===== config.mk =====
export PLATFORM = sky130hd
export DESIGN_NAME = fir_chan_sched
export DESIGN_NICKNAME = d
export VERILOG_FILES = /design/src/rtl/fir_chan_sched.sv
export SDC_FILE = /design/constraint.sdc
export NUM_CORES = 1
export LEC_CHECK = 0
export BUFFER_PORTS_ARGS = -buffer_cell sky130_fd_sc_hd__buf_2
export CORE_UTILIZATION = 30
export CTS_CLUSTER_SIZE = 16
export DETAILED_ROUTE_END_ITERATION = 12
export SETUP_SLACK_MARGIN = 0.2
export SLEW_MARGIN = 20
export SYNTH_ARGS = -nofsm -noshare
export SYNTH_HDL_FRONTEND = slang
export SYNTH_SLANG_ARGS = --single-unit

===== constraint.sdc =====
create_clock -name Clk -period 5.4 [get_ports Clk]
set_input_delay 1.08 -clock Clk [delete_from_list [all_inputs] [get_ports Clk]]
set_output_delay 1.08 -clock Clk [all_outputs]
set_load 0.02 [all_outputs]

===== src/rtl/fir_chan_sched.sv =====
// fir_chan_sched: round-robin scheduler that time-shares one 3-tap FIR
// multiply-accumulate engine between the red and IR sample channels.
// Each result is y = (7*x0 + 2*x1 + x2) / 10 and is tagged with its channel.
// Optional feature macro: FIR_SCHED_OVF_CNT_EN adds saturating overflow
// counters ovf_cnt_red / ovf_cnt_ir.
//
// Handshake: iflag_* are single-cycle strobes with no back-pressure. A sample
// waits in its channel's pending register until granted. A new strobe that
// lands on an ungranted pending sample overwrites it and pulses ovf_*.
// oflag is a one-cycle valid for oda/ochan; the consumer cannot stall it.
module fir_chan_sched #(
    parameter int DW       = 8,
    parameter bit RR_FIRST = 1'b0
) (
    input  logic          Clk,
    input  logic          Rst,
    input  logic [DW-1:0] ida_red,
    input  logic          iflag_red,
    input  logic [DW-1:0] ida_ir,
    input  logic          iflag_ir,
    input  logic          sclr,
    output logic [DW-1:0] oda,
    output logic          ochan,
    output logic          oflag,
    output logic          busy,
    output logic          ovf_red,
    output logic          ovf_ir
`ifdef FIR_SCHED_OVF_CNT_EN
    ,
    output logic [7:0]    ovf_cnt_red,
    output logic [7:0]    ovf_cnt_ir
`endif
);

    localparam int AW = DW + 4;

    typedef enum logic [2:0] {
        S_IDLE = 3'd0,
        S_TAP0 = 3'd1,
        S_TAP1 = 3'd2,
        S_TAP2 = 3'd3,
        S_DIV  = 3'd4
    } state_t;

    state_t        r_state;
    state_t        w_state_nxt;

    logic          r_pend_red, r_pend_ir;
    logic [DW-1:0] r_data_red, r_data_ir;
    logic [DW-1:0] r_red_x0, r_red_x1, r_red_x2;
    logic [DW-1:0] r_ir_x0, r_ir_x1, r_ir_x2;
    logic          r_chan;
    logic          r_last_ir;
    logic [AW-1:0] r_acc;
    logic [DW-1:0] r_oda;
    logic          r_ochan, r_oflag;
    logic          r_ovf_red, r_ovf_ir;

    logic          w_arb_en, w_grant_red, w_grant_ir, w_grant;
    logic          w_ovf_red, w_ovf_ir;
    logic [AW-1:0] w_x0e, w_x1e, w_x2e;

    // Arbitration: only in IDLE or DIV; a tie goes to the channel not granted last.
    always_comb begin
        w_arb_en    = (r_state == S_IDLE) || (r_state == S_DIV);
        w_grant_red = w_arb_en && !sclr && r_pend_red && (!r_pend_ir || r_last_ir);
        w_grant_ir  = w_arb_en && !sclr && r_pend_ir && (!r_pend_red || !r_last_ir);
        w_grant     = w_grant_red || w_grant_ir;
        w_ovf_red   = iflag_red && r_pend_red && !w_grant_red && !sclr;
        w_ovf_ir    = iflag_ir && r_pend_ir && !w_grant_ir && !sclr;
        w_x0e       = r_chan ? AW'(r_ir_x0) : AW'(r_red_x0);
        w_x1e       = r_chan ? AW'(r_ir_x1) : AW'(r_red_x1);
        w_x2e       = r_chan ? AW'(r_ir_x2) : AW'(r_red_x2);
    end

    // FSM state register.
    always_ff @(posedge Clk or posedge Rst) begin
        if (Rst) r_state <= S_IDLE;
        else     r_state <= w_state_nxt;
    end

    // FSM next state: fixed TAP0..TAP2, DIV walk, with back-to-back restart from DIV.
    always_comb begin
        w_state_nxt = r_state;
        case (r_state)
            S_IDLE:  if (w_grant) w_state_nxt = S_TAP0;
            S_TAP0:  w_state_nxt = S_TAP1;
            S_TAP1:  w_state_nxt = S_TAP2;
            S_TAP2:  w_state_nxt = S_DIV;
            S_DIV:   w_state_nxt = w_grant ? S_TAP0 : S_IDLE;
            default: w_state_nxt = S_IDLE;
        endcase
        if (sclr) w_state_nxt = S_IDLE;
    end

    // Pending registers: a new strobe always loads; a grant alone clears pending.
    always_ff @(posedge Clk or posedge Rst) begin
        if (Rst) begin
            r_pend_red <= 1'b0;
            r_pend_ir  <= 1'b0;
            r_data_red <= '0;
            r_data_ir  <= '0;
        end else if (sclr) begin
            r_pend_red <= 1'b0;
            r_pend_ir  <= 1'b0;
        end else begin
            if (iflag_red) begin
                r_data_red <= ida_red;
                r_pend_red <= 1'b1;
            end else if (w_grant_red) begin
                r_pend_red <= 1'b0;
            end
            if (iflag_ir) begin
                r_data_ir <= ida_ir;
                r_pend_ir <= 1'b1;
            end else if (w_grant_ir) begin
                r_pend_ir <= 1'b0;
            end
        end
    end

    // Tap histories, channel latch and round-robin pointer update on grant.
    always_ff @(posedge Clk or posedge Rst) begin
        if (Rst) begin
            r_red_x0 <= '0; r_red_x1 <= '0; r_red_x2 <= '0;
            r_ir_x0  <= '0; r_ir_x1  <= '0; r_ir_x2  <= '0;
            r_chan    <= 1'b0;
            r_last_ir <= ~RR_FIRST;
        end else if (sclr) begin
            r_red_x0 <= '0; r_red_x1 <= '0; r_red_x2 <= '0;
            r_ir_x0  <= '0; r_ir_x1  <= '0; r_ir_x2  <= '0;
            r_last_ir <= ~RR_FIRST;
        end else if (w_grant_red) begin
            r_red_x2  <= r_red_x1;
            r_red_x1  <= r_red_x0;
            r_red_x0  <= r_data_red;
            r_chan    <= 1'b0;
            r_last_ir <= 1'b0;
        end else if (w_grant_ir) begin
            r_ir_x2   <= r_ir_x1;
            r_ir_x1   <= r_ir_x0;
            r_ir_x0   <= r_data_ir;
            r_chan    <= 1'b1;
            r_last_ir <= 1'b1;
        end
    end

    // MAC engine and result register; oflag is a single-cycle pulse from DIV.
    always_ff @(posedge Clk or posedge Rst) begin
        if (Rst) begin
            r_acc   <= '0;
            r_oda   <= '0;
            r_ochan <= 1'b0;
            r_oflag <= 1'b0;
        end else begin
            r_oflag <= 1'b0;
            if (sclr) begin
                r_acc <= '0;
            end else begin
                case (r_state)
                    S_TAP0: r_acc <= w_x0e * AW'(7);
                    S_TAP1: r_acc <= r_acc + (w_x1e << 1);
                    S_TAP2: r_acc <= r_acc + w_x2e;
                    S_DIV: begin
                        r_oda   <= DW'(r_acc / AW'(10));
                        r_ochan <= r_chan;
                        r_oflag <= 1'b1;
                    end
                    default: r_acc <= r_acc;
                endcase
            end
        end
    end

    // Overflow pulses, registered so they appear the cycle after the lost sample.
    always_ff @(posedge Clk or posedge Rst) begin
        if (Rst) begin
            r_ovf_red <= 1'b0;
            r_ovf_ir  <= 1'b0;
        end else begin
            r_ovf_red <= w_ovf_red;
            r_ovf_ir  <= w_ovf_ir;
        end
    end

`ifdef FIR_SCHED_OVF_CNT_EN
    logic [7:0] r_cnt_red, r_cnt_ir;

    // Saturating overflow counters.
    always_ff @(posedge Clk or posedge Rst) begin
        if (Rst) begin
            r_cnt_red <= '0;
            r_cnt_ir  <= '0;
        end else if (sclr) begin
            r_cnt_red <= '0;
            r_cnt_ir  <= '0;
        end else begin
            if (w_ovf_red && r_cnt_red != 8'hFF) r_cnt_red <= r_cnt_red + 8'd1;
            if (w_ovf_ir && r_cnt_ir != 8'hFF)   r_cnt_ir  <= r_cnt_ir + 8'd1;
        end
    end

    assign ovf_cnt_red = r_cnt_red;
    assign ovf_cnt_ir  = r_cnt_ir;
`endif

    assign oda     = r_oda;
    assign ochan   = r_ochan;
    assign oflag   = r_oflag;
    assign busy    = (r_state != S_IDLE);
    assign ovf_red = r_ovf_red;
    assign ovf_ir  = r_ovf_ir;

endmodule


==> summary by stage, run 1 <==
Drt
In the final routed layout, each cell accounts on average for roughly 16 µm. The first-pass iteration count of the detailed router is 5. Wires add up to approximately 15000 µm. The met3 wire length is between 600 and 700 µm. In this run the remaining antenna-violating nets after routing total 0. The per-cell via count in the routed design is just over 5. The highest layer used for signal routing is met4.

For this run, design rule violations remaining after detail routing come to 0. In the final routing, the length of wire on met1 measures approximately 7400 µm. The number of violations reported at the end of detailed-routing iteration 0 is about 350.

In the detailed route, the total length drawn on met2 is roughly 7200 µm. The via total after detailed routing is slightly above 5000.

Clock network
The clock reaches the later pin of the worst-skew pair after about 0.36 ns. The H-tree was split into 3 levels. Buffers added to address setup during post-CTS repair amount to 0. The sink count of the clock tree is 95.

The number of CTS-inserted buffers is 9. The cell at the root of the clock tree is clkbuf_16. The CTS tree is done. The number of buffers inserted for hold repair after clock tree synthesis is 0. Post-CTS repair changed the size of 0 cells. The deepest clock path buffer count is 2. The clock-pin slew on the worst setup and hold paths is approximately 0.07 ns.

Floorplan
The horizontal die dimension is between 100 and 150 µm. The count of boundary I/O pins is 34. The core box area is around 21000 µm². The die area is between 20000 and 25000 µm². The number of rows in the core area is 53. The die height is 148.7 µm. The initial utilization of the core area, before any placement, comes to 0.3062.

Pwr
The worst supply voltage drop on vdd is 183.4 µV. The fraction of power consumed by sequential logic is 0.397. The part of the total power dissipated in combinational logic is 0.305.

The internal power of the cells totals 1.400 mW. The share of total power dissipated in the clock network is 0.298. The switching share of power is 0.3676. The power per standard cell area is roughly 310 nW/µm².

The leakage power summed over all cells is around 3.3 nW. The analysis attributes to net switching a power of 813.6 µW. The completed layout was analyzed and its total power is 2.213 mW.

Cells and area
The footprint of the multi-input gates is 3739 µm². 0 antenna diodes ended up in the layout. The layout-stage area growth over the synthesis result is 9.612%.

The area taken by flip-flops and latches is ~2400 µm². The number of fillers in the final layout is about 2200. At the end of the flow the core is filled with cells to 0.3356. Of the cells placed in the final design, the portion with a size suffix greater than 1 is 0.1490. The post-layout net count is 770.

Global route
The total global routing track utilization is 0.1483. Global routing finished with a remaining overflow of 0. The maximum number of pins on one net before global-route repair is between 60 and 70. The number of global-route vias before repair is 4890. The first global-routing pass estimated 25860 µm of wire. The number of antenna violations at the first check in global routing is 0.

Synthesis
After technology mapping, the gate count stands at around 710. In the post-synthesis netlist, the biggest area contributors are dfrtp_1, nand2_1, mux2_2, nand3b_1, ha_1. The synthesis-stage register bit count is between 90 and 100. The number of distinct standard cells referenced by the synthesized netlist is 74. In this run, synthesis inferred 0 flip-flops with an integrated enable. For this run, asynchronously set or reset flops after synthesis account for 1.000. The number of nets in the synthesized netlist is roughly 770. Of the post-synthesis cell area, the dominant cell type holds 0.3643. The Yosys step of the flow raised 0 warnings. Ranked by instance count, the synthesized netlist is headed by nand2_1, dfrtp_1, nand3b_1. The commonest register cell after synthesis is dfrtp_1.

Of the synthesized area, sequential elements account for 0.3684. The mapped netlist covers 6456 µm². Yosys instantiated no cell more often than nand2_1. dfrtp_1 takes more of the synthesized area than any other cell. The post-synthesis average cell area is 9.042 µm².

Place
During placement, the flow inserted port buffers numbering 33. The final weighted congestion of routability-driven global placement is between 0.8 and 0.9. The placed wire-length estimate is 10630 µm.

The post-placement setup slack is 1.215 ns.

Critical path
STA puts the critical path data required time at ~5.6 ns. At the worst endpoint, the arrival time is around 4.5 ns. The setup slack of the worst register-to-register path is 1.16 ns. The critical path is of the reg2reg type. STA classifies the critical path endpoint as a flop. STA classifies the critical path startpoint as a flop. Of all nets on the critical path, the largest fanout is 16.

STA
The final critical path time including I/O delays and setup is about 4.2 ns. The worst pin sits at a relative slew slack of 0.2712. The count of final max-slew check failures came to 0.

Setup violations remaining at the end of the flow were counted as 0. For this run, the top clock speed supported by timing is between 0.2 and 0.25 GHz. Across the routed clock network, the largest skew measured is 0.007019 ns. The final hold violation count came to 0. In the finished design, the share of the clock period the worst path needs comes to 0.7856. The setup total negative slack is 0 ns. Setup repair after global routing left no endpoint under its margin. For the pin with the worst max-slew slack, the measured transition is between 1 and 1.5 ns. The final worst slack is roughly 1.2 ns.

Flow run
The max-capacitance violation count is 0.

Status
The run finished with clean final reports.

Hold path
The kind of path behind the tightest hold check is reg2reg.
==> final timing paths <==
kind | depth (start not counted) | start | endpoint
max | 13 | r_chan$_DFFE_PP0P_ | r_acc[10]$_DFFE_PP0P_
min | 2 | oda[3]$_DFFE_PP0P_ | oda[3]$_DFFE_PP0P_
max reg2reg | 13 | r_chan$_DFFE_PP0P_ | r_acc[10]$_DFFE_PP0P_
min reg2reg | 2 | oda[3]$_DFFE_PP0P_ | oda[3]$_DFFE_PP0P_
max in group asynchronous | 3 | Rst | oflag$_DFF_PP0_
min in group asynchronous | 2 | Rst | r_data_ir[4]$_DFFE_PP0P_
==> state kept, by name, summed over array words and instances (netlist names), 3 cells and up <==
| register | count |
|---|---|
| oda | 8 |
| r_acc | 12 |
| r_data_ir | 8 |
| r_data_red | 8 |
| r_ir_x0 | 8 |
| r_ir_x1 | 8 |
| r_ir_x2 | 8 |
| r_red_x0 | 8 |
| r_red_x1 | 8 |
| r_red_x2 | 8 |
| r_state | 3 |
==> worst max-delay path: stages (launching register included) <==
cell and delay (ns):
dfrtp_1 0.77, mux2_2 0.47, fa_1 0.49, ha_1 0.22, fa_1 0.40, a21o_1 0.19, a21oi_1 0.22, o21bai_1 0.09
a21oi_1 0.24, o21bai_1 0.09, a211oi_1 0.48, nor2_1 0.12, a221oi_1 0.26, nand3b_1 0.10
==> cell type report <==
cell class	instances	share of cell area
clock buffer	11	0.03571
clock inverter	5	0.006895
inverter	27	0.01467
multi-input combinational	541	0.5283
sequential	95	0.3361
tap	275	0.04862
timing repair buffer	39	0.02970
==> logic make-up (layout without fill, tap and decap cells) <==
group	after synthesis	in the layout	synth area share
adder cells (fa/ha/maj)	37	37	0.08295
AO/OA/AOI/OAI	153	153	0.1612
AND/OR/NAND/NOR	281	281	0.2219
XOR/XNOR	25	25	0.03508
multiplexers	45	45	0.07713
buffers and inverters	78	82	0.05329
flip-flops	95	95	0.3684
==> per-stage QoR <==
| stage | hold slack [ns] | std cells | area (µm²) |
|---|---|---|---|
| after CTS | 0.4682 | 992 | 7064 |
| after detailed placement | 0.4525 | 976 | 6763 |
| after global placement | 0.4466 | 976 | 6763 |
| after floorplan | 0.4348 | 714 | 6456 |
| final | 0.4620 | 993 | 7077 |
| after global routing | 0.4874 | 993 | 7077 |
==> cell usage in the layout, fill, tap and decap left out, types with 11 or more instances in the layout <==
cell type / instances
nand3_1: 11
o21bai_1: 12
a21oi_1: 39
dfrtp_1: 94
ha_1: 26
mux2_2: 38
o21ai_0: 28
xnor2_1: 21
buf_2: 33
nor3_1: 12
inv_1: 23
nand3b_1: 50
nor2_1: 34
nand2_1: 129
==> power by group through the flow <==
stage / combinational (mW) / clock (mW) / sequential (mW)
after detailed placement: 0.665 / 0 / 0.893
after floorplan: 0.568 / 0 / 0.839
final: 0.676 / 0.659 / 0.878
after global routing: 0.754 / 0.701 / 0.891
after CTS: 0.670 / 0.679 / 0.878
after global placement: 0.661 / 0 / 0.892
==> per-layer routing <==
layer,global-route usage,up-vias
li1,-,2536
met5,0,-
met1,0.2043,2486
met4,0.03866,0
met2,0.2357,95
met3,0.03006,9
No activity file was read; power rests on OpenSTA's default activity.
==> run 2, diff against run 1 <==
--- a/config.mk
+++ b/config.mk
@@ -5,6 +5,7 @@
 export SDC_FILE = /design/constraint.sdc
 export NUM_CORES = 1
 export LEC_CHECK = 0
+export ABC_AREA = 1
 export BUFFER_PORTS_ARGS = -buffer_cell sky130_fd_sc_hd__buf_2
 export CORE_UTILIZATION = 30
 export CTS_CLUSTER_SIZE = 16
==> constraint.sdc (replaced) <==
create_clock -name Clk -period 3.58 [get_ports Clk]
set_input_delay 0.716 -clock Clk [delete_from_list [all_inputs] [get_ports Clk]]
set_output_delay 0.716 -clock Clk [all_outputs]
set_load 0.02 [all_outputs]
==> run 2 against run 1 <==
  * Hold slack got worse by 0.025 ns
  * Via count fell by 5.6%
  * Routed wire length fell by 8.5%
  * Register-to-register slack got worse by 0.87 ns
  * Clock skew rose by 0.0024 ns
  * Critical endpoint is now oda[0]$_DFFE_PP0P_
  * Die area fell by 11%
  * Setup slack got worse by 0.87 ns
  * Sequential power rose by 51%
  * Clock-buffer cell count fell by 1
  * Largest power group is now combinational logic
  * Non-clock buffer count rose by 20
  * Largest cell class unchanged
  * Cell count rose by 1.1%
==> summary by stage, run 2 <==
Drt
The post-detailed-routing wire length came to 14150 µm (-8.5%). The per-cell via count in the routed design came to 4.820 (-6.6%). The number of violations reported at the end of detailed-routing iteration 0 is 321 (-7.2%). The first-pass iteration count of the detailed router came to 5 (unchanged).

The mean routed wirelength per cell is 14.09 µm (-9.5%). The count of nets left with antenna violations after detail routing is 0 (unchanged). The remaining routing DRC violations came to 0 (unchanged). The via total after detailed routing is 4839 (-5.6%).

Synthesis
The fraction of post-synthesis cell area in the top cell type by area is 0.4085 (+0.04418). The proportion of synthesized chip area in sequential cells is 0.4131 (+0.04467). The net count after synthesis is 768 (-0.39%). The number of distinct standard cells referenced by the synthesized netlist is 41 (-45%). The most instantiated library cell after synthesis is nand2_1. The synthesized cell area came to 5758 µm² (-11%). By area the synthesized netlist is led by dfrtp_1, nand2_1, inv_1, o21ai_0, ha_1.

The proportion of register bits with asynchronous set or reset after synthesis came to 1.000 (unchanged). The post-synthesis average cell area came to 8.098 µm² (-10%). The number of enable-type register cells in the synthesized netlist is 0 (unchanged). The commonest register cell after synthesis is dfrtp_1.

The synthesized netlist cell count came to 711 (-0.42%). The commonest cells after synthesis are nand2_1, inv_1, dfrtp_1. The synthesis-stage register bit count is 95 (unchanged). The number of warnings issued by yosys is 0 (unchanged).

The most area-hungry cell type in the Yosys netlist is dfrtp_1.

Floorplan
The horizontal die dimension is 140.5 µm (-5.5%). The core box area is 18770 µm² (-11%). The effective utilization at floorplan is 0.3068 (+0.0006412). The die height is 140.5 µm (-5.5%). The number of rows in the core area is 50 (-5.7%). The die area is 19750 µm² (-11%).

The count of boundary I/O pins is 34 (unchanged).

STA
The clock skew after layout is 0.009434 ns (+0.002415 ns). The tightest slew margin relative to the limit came to 0.5151 (+0.2439). Setup repair after global routing could not meet its margin everywhere. The final hold violation count came to 0 (unchanged).

The final critical path time including I/O delays and setup came to 3.294 ns (-0.9484 ns). The setup total negative slack was 0 ns (unchanged). The final period utilization is 0.9201 (+0.1345). The actual slew at the worst max-slew pin is 0.7198 ns (-0.3735 ns).

The number of setup violations in the final report came to 0 (unchanged). The count of final max-slew check failures is 0 (unchanged). The maximum clock frequency was 0.3036 GHz (+29%).

Cells and area
Leaving out fill and tap cells, the most frequent cells in the layout are nand2_1, inv_1, dfrtp_1. The top register by number of flip-flops is r_acc. The non-filler instance count after layout came to 1004 (+1.1%).

Leaving out fill and tap cells, the most frequent cell in the layout is nand2_1. The number of antenna repair diodes is 0 (unchanged). The share of final-layout standard cells stronger than drive strength 1 was 0.2208 (+0.07175). The number of fillers in the final layout is 1933 (-14%). The post-layout net count is 822 (+6.8%). Compared with the post-synthesis result, the final layout area differs by 18.58%. The number of flip-flops under the largest register name is 12 (unchanged).

Pwr
The power per standard cell area was 722.8 nW/µm² (+130%). The worst supply voltage drop on vdd is 335.7 µV (+83%). The post-layout total power is 4.935 mW (+120%). The leakage power summed over all cells is 3.309 nW (-1.1%).

Place
The count of buffers from port buffering is 33 (unchanged). The number of instances in the placed design was 979 (+0.31%). The final weighted congestion of routability-driven global placement came to 0.8627 (+3.6%). The placed wire-length estimate is 10160 µm (-4.4%).

Critical path
The buffers plus inverters on the worst setup path was 4 (+4). On the critical path, the stage with the largest delay is an instance of dfrtp_2. The largest incremental delay on the critical path was 0.45 ns (-0.32 ns). The biggest fanout along the worst timing path was 6 (-10). STA classifies the critical path startpoint as a flop. The capturing element type of the critical path is a flop.

The critical path is of the reg2reg type. The cell family contributing the most delay on the critical path is simple AND/OR/NAND/NOR gates. The data required time at the worst endpoint is 3.84 ns (-1.80 ns). In this design, the critical path's most frequently occurring cell is nand2_4. The data arrival time of the critical path came to 3.56 ns (-0.92 ns).

Hold path
The kind of path behind the tightest hold check is in2async.

Clock network
The number of buffers inserted for hold repair after clock tree synthesis is 0 (unchanged). The cell at the root of the clock tree is clkbuf_16. The deepest clock path buffer count is 2 (unchanged). The number of CTS-inserted buffers was 9 (unchanged). The clock-pin slew on the worst setup and hold paths is 0.07 ns (about the same).

The count of H-tree levels built during CTS is 3 (unchanged). The insertion delay of the later-clocked pin in the worst-skew pair was 0.36 ns (about the same). The CTS tree is done. The sink count of the clock tree is 95 (unchanged).

Global route
The total global routing track utilization is 0.1490 (+0.0007222). The number of antenna violations at the first check in global routing came to 0 (unchanged). The maximum number of pins on one net before global-route repair is 50 (-21%). The first-pass GRT wire length is 23210 µm (-10%). The remaining global-route overflow is 0 (unchanged). The number of global-route vias before repair is 4565 (-6.6%).

Flow run
The max-capacitance violation count is 0 (unchanged).

Status
The flow ran to the end, and the final reports show no timing, DRC or antenna violations.
[run 2: routing by layer]
| layer | track usage | part of all wire |
|---|---|---|
| met1 | 0.2094 | 0.51 |
| met2 | 0.2313 | 0.45 |
| met5 | 0 | 0 |
| met3 | 0.02940 | 0.036 |
| met4 | 0.04405 | 0.012 |
[run 2: cell type report]
cell class | count | area, µm² | share of cell area
clock inverter | 6 | 53.80 | 0.007880
tap | 234 | 292.8 | 0.04288
sequential | 95 | 2385 | 0.3493
timing repair buffer | 59 | 385.4 | 0.05644
inverter | 117 | 449.2 | 0.06579
multi-input combinational | 483 | 3033 | 0.4442
clock buffer | 10 | 229.0 | 0.03353
[run 2: worst reg2reg max path, delay by kind of cell (launching register included)]
| family | cells | cell delay (ns) |
|---|---|---|
| AO/OA/AOI/OAI | 1 | 0.07 |
| buffers and inverters | 4 | 0.27 |
| flip-flops | 1 | 0.45 |
| AND/OR/NAND/NOR | 30 | 2.39 |
[run 2: through the flow]
| step | util | hold slack (ns) | worst slack [ns] | area [µm²] |
|---|---|---|---|---|
| after floorplan | - | 0.4396 | 0.2237 | 5759 |
| after global placement | 0.3363 | 0.4569 | 0.2251 | 6311 |
| after detailed placement | 0.3363 | 0.4599 | 0.1376 | 6311 |
| after CTS | 0.3513 | 0.4605 | 0.2035 | 6594 |
| after global routing | 0.3638 | 0.4911 | 0.01112 | 6828 |
| final | 0.3638 | 0.4367 | 0.2860 | 6828 |
[run 2: final timing paths]
| check | slack [ns] | cells after the start | end | start |
|---|---|---|---|---|
| worst max register to register | 0.29 | 35 | oda[0]$_DFFE_PP0P_ | r_acc[9]$_DFFE_PP0P_ |
| min in group Clk | 0.47 | 2 | oda[1]$_DFFE_PP0P_ | oda[1]$_DFFE_PP0P_ |
| worst min register to register | 0.47 | 2 | oda[1]$_DFFE_PP0P_ | oda[1]$_DFFE_PP0P_ |
| worst min-delay path | 0.44 | 2 | r_data_red[4]$_DFFE_PP0P_ | Rst |
| max in group asynchronous | 2.41 | 3 | r_last_ir$_DFFE_PP1P_ | Rst |
| worst max-delay path | 0.29 | 35 | oda[0]$_DFFE_PP0P_ | r_acc[9]$_DFFE_PP0P_ |
[run 2: cell families after synthesis]
logic type / after synthesis / synth area share
AND/OR/NAND/NOR: 278 / 0.2258
AO/OA/AOI/OAI: 152 / 0.1504
buffers and inverters: 133 / 0.08670
flip-flops: 95 / 0.4131
adder cells (fa/ha/maj): 36 / 0.09126
multiplexers: 16 / 0.03129
XOR/XNOR: 1 / 0.001521
[run 2: repair_timing]
item / 4_1_cts / 5_1_grt
setup buffers: 0 / 9
resized for setup: 2 / 51
setup endpoints to repair: 1 / 7
pin swaps: 0 / 15
[run 2: report_power, final]
part	internal [mW]	switching [mW]
Clock	0.485	0.463
Combinational	1.01	1.65
Sequential	1.21	0.122
==> run 3, diff against run 2 <==
--- a/config.mk
+++ b/config.mk
@@ -10,6 +10,7 @@
 export CORE_UTILIZATION = 30
 export CTS_CLUSTER_SIZE = 16
 export DETAILED_ROUTE_END_ITERATION = 12
+export PLACE_DENSITY = 0.52
 export SETUP_SLACK_MARGIN = 0.2
 export SLEW_MARGIN = 20
 export SYNTH_ARGS = -nofsm -noshare
==> run 3 against run 2 <==
  * Maximum frequency grew 1.8%
  * Design area shrank 0.20%
  * Non-clock buffer count shrank 2
  * First-iteration DRC count shrank 27%
  * Power shrank 2.6%
  * Clock-buffer cell count shrank 1
  * Sequential cell count is the same
  * Critical path depth shrank 2
  * Global-route usage grew 0.24 points
  * Critical path type unchanged
==> summary by stage, run 3 (same netlist as run 2, synthesis figures left out) <==
STA
The final hold violation count was 0 (unchanged). The number of setup violations in the final report is 0 (unchanged). Setup repair after global routing could not meet its margin everywhere. The actual slew at the worst max-slew pin was 0.7396 ns (+0.01980 ns). The count of final max-slew check failures came to 0 (unchanged). The maximum clock frequency is 0.3091 GHz (+1.8%). The tightest slew margin relative to the limit came to 0.5070 (-0.008128).

The final period utilization is 0.9037 (-0.01646). The setup total negative slack was 0 ns (unchanged). The clock skew after layout was 0.01187 ns (+0.002440 ns). The final critical path time including I/O delays and setup came to 3.235 ns (-0.05893 ns).

Drt
The per-cell via count in the routed design is 4.818 (about the same). The number of violations reported at the end of detailed-routing iteration 0 is 234 (-27%). The first-pass iteration count of the detailed router is 5 (unchanged). The mean routed wirelength per cell is 14.34 µm (+1.7%).

The via total after detailed routing is 4828 (-0.23%). The remaining routing DRC violations is 0 (unchanged). The count of nets left with antenna violations after detail routing is 0 (unchanged).

The post-detailed-routing wire length is 14370 µm (+1.5%).

Cells and area
Counting flops per register, the top entry is r_acc. The layout-stage area growth over the synthesis result is 18.34%. The footprint of the multi-input gates is 3044 µm² (+0.37%).

The number of antenna repair diodes is 0 (unchanged). The post-layout net count came to 820 (-0.24%). The library cells used most frequently in the layout, excluding fill and tap cells, are nand2_1, inv_1, dfrtp_1. The non-filler instance count after layout came to 1002 (-0.20%). The number of flip-flops under the largest register name is 12 (unchanged). The share of final-layout standard cells stronger than drive strength 1 is 0.2096 (-0.01114). The number of fillers in the final layout came to 2004 (+3.7%).

The library cell used most frequently in the layout, excluding fill and tap cells, is nand2_1. The area taken by flip-flops and latches was 2384 µm² (about the same).

Critical path
The biggest fanout along the worst timing path is 6 (unchanged). STA classifies the critical path startpoint as a flop. The largest incremental delay on the critical path is 0.47 ns (+0.02 ns). The library cell contributing the largest single delay on the critical path is dfrtp_2. The data arrival time of the critical path was 3.48 ns (-0.08 ns). Tracing the worst setup path back leads to its startpoint at r_acc[11]$_DFFE_PP0P_.

The worst register-to-register path ends at oda[0]$_DFFE_PP0P_. STA classifies the critical path endpoint as a flop. The worst setup path category is reg2reg.

The cell count of the worst reg-to-reg path was 33 (-5.7%). The cell seen most often among critical-path stages is nand2_4. The data required time at the worst endpoint is 3.83 ns (about the same). The startpoint identified for the worst register-to-register timing path is r_acc[11]$_DFFE_PP0P_. The setup slack of the worst register-to-register path is 0.34 ns (+0.06 ns).

Pwr
The worst supply voltage drop on vdd is 318.1 µV (-5.2%). The internal power is 2.602 mW (-3.8%). The portion of total power attributed to the clock network is 0.198 (+0.006). The part of the total power dissipated in combinational logic was 0.526 (-0.013).

The switching share of power came to 0.4586 (+0.006579). The net load switching power is 2.204 mW (-1.2%). The fraction of power consumed by sequential logic is 0.276 (+0.007). The leakage power summed over all cells is 3.292 nW (-0.50%). The power per standard cell area is 705.2 nW/µm² (-2.4%).

Clock network
The cell at the root of the clock tree is clkbuf_16. The number of CTS-inserted buffers is 9 (unchanged). The deepest clock path buffer count is 2 (unchanged). The clock-pin slew on the worst setup and hold paths is 0.08 ns (about the same). The CTS tree is done. The insertion delay of the later-clocked pin in the worst-skew pair came to 0.36 ns (about the same).

The count of H-tree levels built during CTS is 3 (unchanged). The sink count of the clock tree is 95 (unchanged).

Floorplan
The die area came to 19750 µm² (unchanged). The die height came to 140.5 µm (unchanged). The effective utilization at floorplan is 0.3068 (unchanged). The count of boundary I/O pins came to 34 (unchanged). The number of rows in the core area is 50 (unchanged). The core box area is 18770 µm² (unchanged). The horizontal die dimension is 140.5 µm (unchanged).

Place
The final weighted congestion of routability-driven global placement came to 0.8422 (-2.4%). The count of buffers from port buffering is 33 (unchanged). The placed wire-length estimate was 10550 µm (+3.9%).

The number of instances in the placed design came to 979 (unchanged).

Flow run
The max-capacitance violation count is 0 (unchanged).

Global route
The first-pass GRT wire length is 23540 µm (+1.4%). The total global routing track utilization is 0.1515 (+0.002448). The number of global-route vias before repair is 4494 (-1.6%). The maximum number of pins on one net before global-route repair is 80 (+60%). The number of antenna violations at the first check in global routing was 0 (unchanged).

The remaining global-route overflow is 0 (unchanged).

Status
The flow ran to the end, and the final reports show no timing, DRC or antenna violations.

Hold path
The kind of path behind the tightest hold check is in2async.
## run 3: worst max-delay path by stage
stage	endpoint	depth (start not counted)	slack (ns)
6_report	oda[0]$_DFFE_PP0P_	33	0.34
3_5_place_dp	r_acc[10]$_DFFE_PP0P_	13	0.02
4_1_cts	r_acc[10]$_DFFE_PP0P_	19	0.16
2_1_floorplan	r_acc[10]$_DFFE_PP0P_	16	0.22
3_3_place_gp	r_acc[10]$_DFFE_PP0P_	19	0.14
5_1_grt	oda[0]$_DFFE_PP0P_	37	0.03
## run 3: power by group through the flow
stage	Combinational [mW]	Clock, mW	Sequential, mW
2_1_floorplan	1.79	0	1.34
3_5_place_dp	2.28	0	1.34
5_1_grt	2.86	1.01	1.35
3_3_place_gp	2.28	0	1.34
6_report	2.53	0.953	1.33
4_1_cts	2.29	0.982	1.32
## run 3: layout make-up
| class | instances | area share |
|---|---|---|
| Sequential cell | 95 | 0.3498 |
| Multi-Input combinational cell | 483 | 0.4467 |
| Inverter | 117 | 0.06592 |
| Tap cell | 234 | 0.04297 |
| Timing Repair Buffer | 57 | 0.05178 |
| Clock buffer | 9 | 0.03305 |
| Clock inverter | 7 | 0.009732 |
## run 3: layer usage
metal  share of wire  global-route usage  up-vias
met5               0                   0        -
met4           0.010             0.03890        0
met3           0.030             0.02974       12
met2            0.45              0.2384       78
met1            0.51              0.2123     2279
li1                -                   -     2459
## run 3: repair_timing
action | 4_1_cts | 5_1_grt
pin swaps | 0 | 13
endpoints found under the setup margin | 2 | 6
hold buffers | 0 | 0
resized for setup | 3 | 48
buffers inserted | 0 | 7
cloned | 0 | 0
## run 3: through the flow
stage	power, mW	hold slack, ns	setup WS [ns]	utilization	cell area [µm²]
2_1_floorplan	3.132	0.4396	0.2237	-	5759
6_report	4.805	0.4712	0.3449	0.3631	6814
3_5_place_dp	3.619	0.4608	0.02183	0.3349	6286
4_1_cts	4.591	0.4794	0.1551	0.3505	6578
3_3_place_gp	3.615	0.4580	0.1403	0.3349	6286
5_1_grt	5.220	0.4992	0.02634	0.3631	6814
## run 3: worst max-delay path, delay by kind of cell, from the launching register on
family / cells / cell delay (ns)
buffers and inverters: 3 / 0.16
DFF: 1 / 0.47
and+or+nand+nor: 30 / 2.51
